===== src/rtl/ch_frame_reader.sv =====
// Reads four virtual-channel buffers out as one framed word stream. Each channel
// is preceded by a header word, and the stream uses valid/ready flow control.
module ch_frame_reader #(
  parameter int RD_LATENCY = 2
) (
  input  logic        clk,
  input  logic        rst_n,
  input  logic        i_frame_ready,
  input  logic [15:0] i_out_size,
  input  logic [7:0]  i_data_count,
  input  logic [31:0] i_rd_data,
  input  logic        i_rdy,
  output logic [1:0]  o_rd_vchn,
  output logic [7:0]  o_rd_addr,
  output logic [31:0] o_data,
  output logic        o_vld,
  output logic        o_sop,
  output logic        o_eop,
  output logic [15:0] o_frame_len,
  output logic        o_busy,
  output logic        o_overrun
);

  typedef enum logic [2:0] {
    S_IDLE,
    S_SEL,
    S_HDR,
    S_ADDR,
    S_WAIT,
    S_DATA,
    S_DONE
  } state_t;

  localparam logic [1:0] WAIT_LAST = 2'(RD_LATENCY - 1);

  state_t      state;
  state_t      next_state;
  logic        sync_meta;
  logic        sync_lvl;
  logic        sync_prev;
  logic [1:0]  settle;
  logic        primed;
  logic        start_evt;
  logic [7:0]  cnt;
  logic [1:0]  wait_cnt;
  logic [31:0] data_q;
  logic        xfer;
  logic        last_word;
  logic        last_chan;
  logic        cnt_nz;

  // Edge detection stays disabled until the delay line has refilled after reset.
  // This way a level that is already high at release is not treated as a fresh edge.
  always_ff @(posedge clk or negedge rst_n) begin
    if (!rst_n) begin
      sync_meta <= 1'b0;
      sync_lvl  <= 1'b0;
      sync_prev <= 1'b0;
      settle    <= 2'd0;
    end else begin
      sync_meta <= i_frame_ready;
      sync_lvl  <= sync_meta;
      sync_prev <= sync_lvl;
      if (settle != 2'd3) begin
        settle <= settle + 2'd1;
      end
    end
  end

  assign primed    = (settle == 2'd3);
  assign start_evt = primed & sync_lvl & ~sync_prev;

  assign xfer      = o_vld & i_rdy;
  assign cnt_nz    = (cnt != 8'd0);
  assign last_chan = (o_rd_vchn == 2'd3);
  // Widen to 9 bits so that a count of 255 ends at address 254 without wrapping.
  assign last_word = (({1'b0, o_rd_addr} + 9'd1) >= {1'b0, cnt});

  always_ff @(posedge clk or negedge rst_n) begin
    if (!rst_n) begin
      state <= S_IDLE;
    end else begin
      state <= next_state;
    end
  end

  always_comb begin
    next_state = state;
    o_vld      = 1'b0;
    o_sop      = 1'b0;
    o_eop      = 1'b0;
    case (state)
      S_IDLE: begin
        if (start_evt) begin
          next_state = S_SEL;
        end
      end
      S_SEL: begin
        next_state = S_HDR;
      end
      S_HDR: begin
        o_vld = 1'b1;
        o_sop = (o_rd_vchn == 2'd0);
        o_eop = last_chan & ~cnt_nz;
        if (xfer) begin
          if (cnt_nz) begin
            next_state = S_ADDR;
          end else if (last_chan) begin
            next_state = S_DONE;
          end else begin
            next_state = S_SEL;
          end
        end
      end
      S_ADDR: begin
        next_state = S_WAIT;
      end
      S_WAIT: begin
        if (wait_cnt == 2'd0) begin
          next_state = S_DATA;
        end
      end
      S_DATA: begin
        o_vld = 1'b1;
        o_eop = last_chan & last_word;
        if (xfer) begin
          if (!last_word) begin
            next_state = S_ADDR;
          end else if (last_chan) begin
            next_state = S_DONE;
          end else begin
            next_state = S_SEL;
          end
        end
      end
      S_DONE: begin
        next_state = S_IDLE;
      end
      default: begin
        next_state = S_IDLE;
      end
    endcase
  end

  always_ff @(posedge clk or negedge rst_n) begin
    if (!rst_n) begin
      o_rd_vchn   <= 2'd0;
      o_rd_addr   <= 8'd0;
      cnt         <= 8'd0;
      wait_cnt    <= 2'd0;
      data_q      <= 32'd0;
      o_frame_len <= 16'd0;
      o_busy      <= 1'b0;
      o_overrun   <= 1'b0;
    end else begin
      if (start_evt) begin
        if (state == S_IDLE) begin
          o_frame_len <= i_out_size;
          o_busy      <= 1'b1;
          o_rd_vchn   <= 2'd0;
        end else begin
          o_overrun <= 1'b1;
        end
      end

      if (state == S_SEL) begin
        cnt    <= i_data_count;
        data_q <= {8'hA5, 6'd0, o_rd_vchn, 8'h00, i_data_count};
      end

      if (state == S_HDR && xfer && cnt_nz) begin
        o_rd_addr <= 8'd0;
      end
      if (state == S_DATA && xfer && !last_word) begin
        o_rd_addr <= o_rd_addr + 8'd1;
      end

      if (((state == S_HDR && !cnt_nz) || (state == S_DATA && last_word))
          && xfer && !last_chan) begin
        o_rd_vchn <= o_rd_vchn + 2'd1;
      end

      if (state == S_ADDR) begin
        wait_cnt <= WAIT_LAST;
      end else if (state == S_WAIT && wait_cnt != 2'd0) begin
        wait_cnt <= wait_cnt - 2'd1;
      end

      if (state == S_WAIT && wait_cnt == 2'd0) begin
        data_q <= i_rd_data;
      end

      if (state == S_DONE) begin
        o_busy <= 1'b0;
      end
    end
  end

  assign o_data = data_q;

endmodule


===== config.mk =====
export PLATFORM = sky130hd
export DESIGN_NAME = ch_frame_reader
export DESIGN_NICKNAME = d
export VERILOG_FILES = /design/src/rtl/ch_frame_reader.sv
export SDC_FILE = /design/constraint.sdc
export NUM_CORES = 1
export LEC_CHECK = 0
export ABC_AREA = 1
export BUFFER_PORTS_ARGS = -buffer_cell sky130_fd_sc_hd__clkbuf_2
export CAP_MARGIN = 20
export CORE_MARGIN = 2
export CORE_UTILIZATION = 50
export CTS_CLUSTER_SIZE = 30
export DETAILED_ROUTE_END_ITERATION = 16
export GPL_TIMING_DRIVEN = 1
export PLACE_DENSITY = 0.8
export SLEW_MARGIN = 30
export SYNTH_ARGS = -nofsm -noshare
export SYNTH_HDL_FRONTEND = slang
export SYNTH_SLANG_ARGS = --single-unit

===== constraint.sdc =====
create_clock -name clk -period 2.85 [get_ports clk]
set_input_delay 0.4275 -clock clk [delete_from_list [all_inputs] [get_ports clk]]
set_output_delay 0.4275 -clock clk [all_outputs]
set_load 0.01 [all_outputs]

==> results of run 1 <==
[flip-flops by register name, indices dropped and copies added (netlist names)]
name / cells
sync_lvl: 1
o_rd_addr: 8
o_rd_vchn: 2
o_data: 32
cnt: 8
sync_meta: 1
sync_prev: 1
state: 3
settle: 2
o_overrun: 1
o_frame_len: 16
wait_cnt: 2
o_busy: 1
[per-layer routing]
| metal | vias up | track usage, % | share of wire [%] |
|---|---|---|---|
| li1 | 1407 | - | - |
| met1 | 1350 | 28.04 | 45 |
| met2 | 109 | 33.75 | 48 |
| met3 | 8 | 4.995 | 6.3 |
| met4 | 0 | 6.993 | 0.76 |
| met5 | - | 0 | 0 |
[cell usage after synthesis (all sizes together)]
master | count | area (um^2)
a211oi | 1 | 7.510
a21o | 1 | 7.510
a21oi | 4 | 20.02
a22o | 18 | 157.7
a31oi | 2 | 12.51
buf | 6 | 42.54
clkbuf | 2 | 7.510
dfrtp | 78 | 1952
ha | 13 | 162.7
inv | 39 | 148.9
mux2 | 17 | 191.4
nand2 | 89 | 344.1
nand3 | 11 | 60.06
nand3b | 1 | 7.510
nand4 | 3 | 18.77
nor2 | 15 | 78.83
nor3 | 4 | 30.03
o211ai | 2 | 15.01
o21ai | 27 | 138.9
o221ai | 1 | 8.760
o22a | 4 | 35.03
o22ai | 1 | 6.260
xnor2 | 1 | 8.760
xor2 | 5 | 43.79
[worst max-delay path, stage by stage, from the launching register on]
cell	delay [ns]
dfrtp_1	0.42
ha_2	0.21
buf_4	0.14
xor2_2	0.14
ha_1	0.29
nand2_1	0.05
nor2_1	0.10
nand2_1	0.05
nand3_1	0.06
nand2_1	0.05
nand2_1	0.05
nand2_1	0.06
nand2_2	0.07
nand2_2	0.06
a21oi_2	0.14
buf_2	0.14
[cell families after synthesis]
group | share of synthesized area, %
AO/OA/AOI/OAI | 11.67
XOR/XNOR | 1.499
adder cells (fa/ha/maj) | 4.640
buffers and inverters | 5.674
flip-flops | 55.67
multiplexers | 5.460
AND/OR/NAND/NOR | 15.38
[area by class of cell]
| class | instances | area, um^2 |
|---|---|---|
| fill | 561 | 2341 |
| sequential | 78 | 1952 |
| multi-input combinational | 220 | 1376 |
| timing repair buffer | 129 | 669.4 |
| inverter | 39 | 148.9 |
| clock buffer | 9 | 123.9 |
| tap | 96 | 120.1 |
| clock inverter | 6 | 62.56 |
[power by group]
group / switching (mW) / internal (mW) / leakage, nW
Combinational: 1.01 / 0.722 / 1.34
Sequential: 0.222 / 1.49 / 0.967
Clock: 0.393 / 0.400 / 0.0992
[through the flow]
stage	power (mW)	setup WS, ns	area [um^2]
final	4.236	0.04866	4453
after global routing	4.581	-0.1166	4453
after CTS	4.253	0.006007	4432
after detailed placement	3.414	0.2289	4204
after global placement	3.347	0.3338	4204
after floorplan	2.803	0.4433	3506
[layout by cell type, fill, tap and decap left out, types with 3 or more instances in the layout]
cell	n
xor2_1	4
o22a_1	4
clkbuf_8	9
ha_1	12
a22o_1	18
clkinv_2	3
nor2_1	8
o21ai_0	25
mux2_2	17
inv_1	34
buf_4	7
a21oi_1	3
clkbuf_2	120
nand3_1	9
nand4_1	3
inv_2	4
dfrtp_1	78
nand2_1	86
nor2_2	6
[timing repair]
item                                    4_1_cts  5_1_grt
gates resized for setup                       3        3
pin swaps                                     1        5
endpoints found under the setup margin        1        1
setup buffers                                 4        1
[final timing paths]
| path | to | start | cells after the start |
|---|---|---|---|
| setup reg to reg | o_rd_addr[0] | o_rd_addr[0] | 14 |
| max in group asynchronous | o_frame_len[10] | rst_n | 1 |
| hold / removal | o_frame_len[13] | rst_n | 1 |
| min in group clk | sync_meta | i_frame_ready | 1 |
| setup / recovery | o_eop | o_rd_addr[0] | 15 |
| hold reg to reg | sync_lvl | sync_meta | 0 |
==> flow_metrics.py, run 1 <==
metrics = {
    "clock_network": {
        "cts_tree": "built",
        "cts_buffers": 9,
        "htreeDepth": 3,
        "insertion_delay_ns": 0.34,
        "hold_buffers": 0,
        "clockRootBuffer": "clkbuf_8",
        "clock-sinks": 78,
        "clockBufferDepth": 2,
        "path_clk_slew_ns": 0.09,
    },
    "sta": {
        "finClkSkew_ns": 0.01160,
        "fmax_mhz": 357.0,
        "finalMaxSlewViolations": 0,
        "rsz0062_at_grt": "true",
        "finalSetupTns_ns": 0,
        "worst_pin_slew_ns": 0.7018,
        "timing.final.crit_period_ns": 2.801,
        "finalCritPeriodShare_pct": 98.29,
        "setup_viol": 0,
        "hold_ws_ns": 0.09252,
        "slew_headroom_pct": 53.21,
        "final-hold-violation-count": 0,
    },
    "global_routing": {
        "grt_antenna_before_repair": 0,
        "grt_max_degree": 79,
        "grt_usage_pct": 20.95,
        "grt_overflow": 0,
        "grt_first_pass_wirelength_mm": 12.65,
        "grt_pass1_vias": 2825,
    },
    "layout": {
        "fin_cells": 577,
        "fin_util_pct": 65.54,
        "synthToLayoutAreaGrowth_pct": 27.02,
        "n_antenna_cell": 0,
        "nets": 550,
        "drive_gt1_share_pct": 38.25,
    },
    "route": {
        "vias": 2874,
        "wire_per_inst_um": 13.39,
        "postRouteAntennaNets": 0,
        "via_per_inst": 4.981,
        "drc_errors": 0,
        "wirelength_mm": 7.727,
        "drt_iter0_markers": 92,
        "drt_pre_antenna_iters": 4,
    },
    "logic_synthesis": {
        "ys_warn_count": 0,
        "ys_ff_latch": 78,
        "synthCells": 345,
        "synth_cell_type_count": 35,
        "synth_area_um2": 3506,
        "syn-num-nets": 418,
        "syn_avg_cell_area_um2": 10.16,
        "synth-seq-area-share_pct": 55.67,
    },
    "floorplan": {
        "fp.dieArea_um2": 7697,
        "core-area_um2": 6794,
        "start_util_pct": 51.60,
        "io-pin-count": 123,
        "die_h_um": 87.74,
        "rows": 30,
        "die_w_um": 87.74,
    },
    "setup_path": {
        "critPathMaxFanout": 4,
        "critPathArrivalTime_ns": 2.37,
        "critical_path_class": "reg -> out",
        "cp.required_ns": 2.42,
        "endpoint_kind": "primary output",
        "cp-start-kind": "flop",
        "reg2reg_slack_ns": 0.27,
    },
    "placed_design": {
        "dp_hpwl_mm": 5.691,
        "portBuffers": 122,
        "place_inst": 557,
        "place_congestion": 0.8773,
    },
    "status": {
        "status": "finished, final reports clean",
    },
    "hold_path": {
        "hold_path_class": "in -> async",
    },
    "flow_run": {
        "drv_cap": 0,
    },
    "power_and_ir_drop": {
        "ir_worst_vdd_uv": 615.0,
        "power.density_nw_per_um2": 951.4,
        "leakage_nw": 2.405,
    },
}
No activity file was read; power rests on OpenSTA's default activity.
==> inputs of run 2 (changes only) <==
--- a/config.mk
+++ b/config.mk
@@ -8,7 +8,6 @@
 export ABC_AREA = 1
 export BUFFER_PORTS_ARGS = -buffer_cell sky130_fd_sc_hd__clkbuf_2
 export CAP_MARGIN = 20
-export CORE_MARGIN = 2
 export CORE_UTILIZATION = 50
 export CTS_CLUSTER_SIZE = 30
 export DETAILED_ROUTE_END_ITERATION = 16
==> run 2 against run 1 <==
Non-clock buffer count rose by 6. Wire length fell by 1.1%. Global-route usage rose by 0.83 points. Fmax fell by 1.6%. Power rose by 2.4%. First-iteration DRC count rose by 16%. Clock skew fell by 0.0018 ns. Core utilization rose by 1.5 points. Count of clock-buffer cells in the layout rose by 1. Largest power group unchanged. Critical path depth did not move.
==> flow_metrics.py, run 2 (synthesis gave the netlist of run 1 again) <==
metrics = {
    "status": {
        "status": "finished, final reports clean",
    },
    "route": {
        "vias": 2926,
        "drc_errors": 0,
        "drt_pre_antenna_iters": 4,
        "wire_per_inst_um": 13.09,
        "via_per_inst": 5.010,
        "postRouteAntennaNets": 0,
        "wirelength_mm": 7.642,
        "drt_iter0_markers": 107,
    },
    "clock_network": {
        "htreeDepth": 3,
        "insertion_delay_ns": 0.34,
        "cts_buffers": 9,
        "clockBufferDepth": 2,
        "cts_tree": "built",
        "clockRootBuffer": "clkbuf_8",
        "hold_buffers": 0,
        "path_clk_slew_ns": 0.09,
        "clock-sinks": 78,
    },
    "placed_design": {
        "dpl_cell_area_um2": 4204,
        "place_congestion": 0.8666,
        "portBuffers": 122,
        "dp_hpwl_mm": 5.472,
        "place_inst": 557,
    },
    "global_routing": {
        "grt_antenna_before_repair": 0,
        "grt_overflow": 0,
        "grt_max_degree": 79,
        "grt_first_pass_wirelength_mm": 12.59,
        "grt_pass1_vias": 2845,
        "grt_usage_pct": 21.78,
    },
    "sta": {
        "finalMaxSlewViolations": 0,
        "timing.final.crit_period_ns": 2.846,
        "fmax_mhz": 351.4,
        "worst_pin_slew_ns": 0.6898,
        "finalCritPeriodShare_pct": 99.86,
        "rsz0062_at_grt": "true",
        "finalSetupTns_ns": 0,
        "setup_viol": 0,
        "slew_headroom_pct": 54.01,
        "hold_ws_ns": 0.09940,
        "final-hold-violation-count": 0,
        "finClkSkew_ns": 0.009824,
    },
    "flow_run": {
        "drv_cap": 0,
    },
    "setup_path": {
        "cpMostUsedCell": "nand2_1",
        "cp_top_family": "simple AND/OR/NAND/NOR gates",
        "path_buf_inv": 3,
        "critPathArrivalTime_ns": 2.42,
        "crit_path_max_incr_delay_ns": 0.40,
        "cp.required_ns": 2.42,
        "critical_path_class": "reg -> out",
        "critPathMaxFanout": 2,
        "cp-start-kind": "flop",
        "reg2reg_slack_ns": 0.20,
        "crit_chain": "buf_4 > ha_4 > nand3_4 > xor2_2 > ha_1 > buf_4 > a21oi_1 > nand3_1 > nand2_1 > nand2_1 > nand2_1 > nand2_2 > nand2_2 > a21oi_2 > buf_2",
        "endpoint_kind": "primary output",
        "slowest_stage": "dfrtp_1",
    },
    "layout": {
        "fin_cells": 584,
        "most-common-layout-cells": "clkbuf_2, nand2_1, dfrtp_1",
        "fin_area_um2": 4553,
        "fillers": 561,
        "nets": 556,
        "layout.cells.most_common": "clkbuf_2",
        "n_antenna_cell": 0,
        "largest_register_ffs": 32,
        "drive_gt1_share_pct": 39.75,
        "synthToLayoutAreaGrowth_pct": 29.87,
    },
    "power_and_ir_drop": {
        "p_int_mw": 2.671,
        "comb_power_share_pct": 41.4,
        "p_seq_share_pct": 39.6,
        "ir_worst_vdd_uv": 529.4,
        "leakage_nw": 2.447,
        "switchingPower_mw": 1.668,
        "clkPwrFrac_pct": 19.0,
        "swShare_pct": 38.45,
        "power.density_nw_per_um2": 953.1,
    },
    "floorplan": {
        "start_util_pct": 51.60,
        "io-pin-count": 123,
        "die_h_um": 85.74,
        "rows": 30,
        "core-area_um2": 6794,
        "die_w_um": 85.74,
        "fp.dieArea_um2": 7350,
    },
    "hold_path": {
        "hold_path_class": "in -> async",
    },
}
[run 2: cell count changes in the layout (fill, tap and decap cells not counted), moves of 2 or more]
cell        delta
inv_1          -2
xor2_2         +2
inv_2          +2
xor2_1         -2
clkinv_2       -3
clkinvlp_4     +2
buf_4          +5
[run 2: per-layer routing]
layer | vias up | part of all wire [%] | global-route usage (%)
li1 | 1423 | - | -
met1 | 1381 | 45 | 28.79
met2 | 106 | 47 | 34.33
met3 | 16 | 5.9 | 4.716
met4 | 0 | 1.8 | 10.61
met5 | - | 0 | 0
[run 2: per-stage QoR]
| step | power (mW) | utilization, % | setup slack, ns |
|---|---|---|---|
| finish | 4.340 | 67.02 | 0.004013 |
| global route | 4.684 | 67.02 | -0.1576 |
| floorplan | 2.803 | - | 0.4433 |
| global placement | 3.334 | 61.88 | 0.3388 |
| detailed placement | 3.399 | 61.88 | 0.2093 |
| CTS | 4.321 | 66.17 | 0.005184 |
[run 2: cell type report]
cell class	count	area (um^2)	share of cell area, %
Clock buffer	10	127.6	2.803
Sequential cell	78	1952	42.87
Multi-Input combinational cell	220	1415	31.08
Inverter	39	148.9	3.270
Tap cell	96	120.1	2.638
Timing Repair Buffer	135	718.2	15.77
Clock inverter	6	71.32	1.566
[run 2: power by group through the flow]
stage	sequential, mW	clock [mW]	combinational [mW]
CTS	1.71	0.849	1.76
finish	1.72	0.824	1.80
floorplan	1.85	0	0.951
global placement	1.72	0	1.61
global route	1.77	0.895	2.02
detailed placement	1.74	0	1.66
[run 2: path summary, 6_finish.rpt]
path / cells past startpoint / end / startpoint
max: 15 / o_eop / o_rd_addr[0]
min: 1 / o_rd_addr[3] / rst_n
max reg2reg: 16 / o_rd_addr[0] / o_rd_addr[0]
min reg2reg: 0 / sync_lvl / sync_meta
max in group asynchronous: 1 / o_data[6] / rst_n
min in group clk: 1 / sync_meta / i_frame_ready
[run 2: repair_timing]
action / in CTS / in global routing
buffers inserted: 7 / 4
pin swaps: 6 / 6
endpoints found under the setup margin: 1 / 1
gates resized for setup: 8 / 6
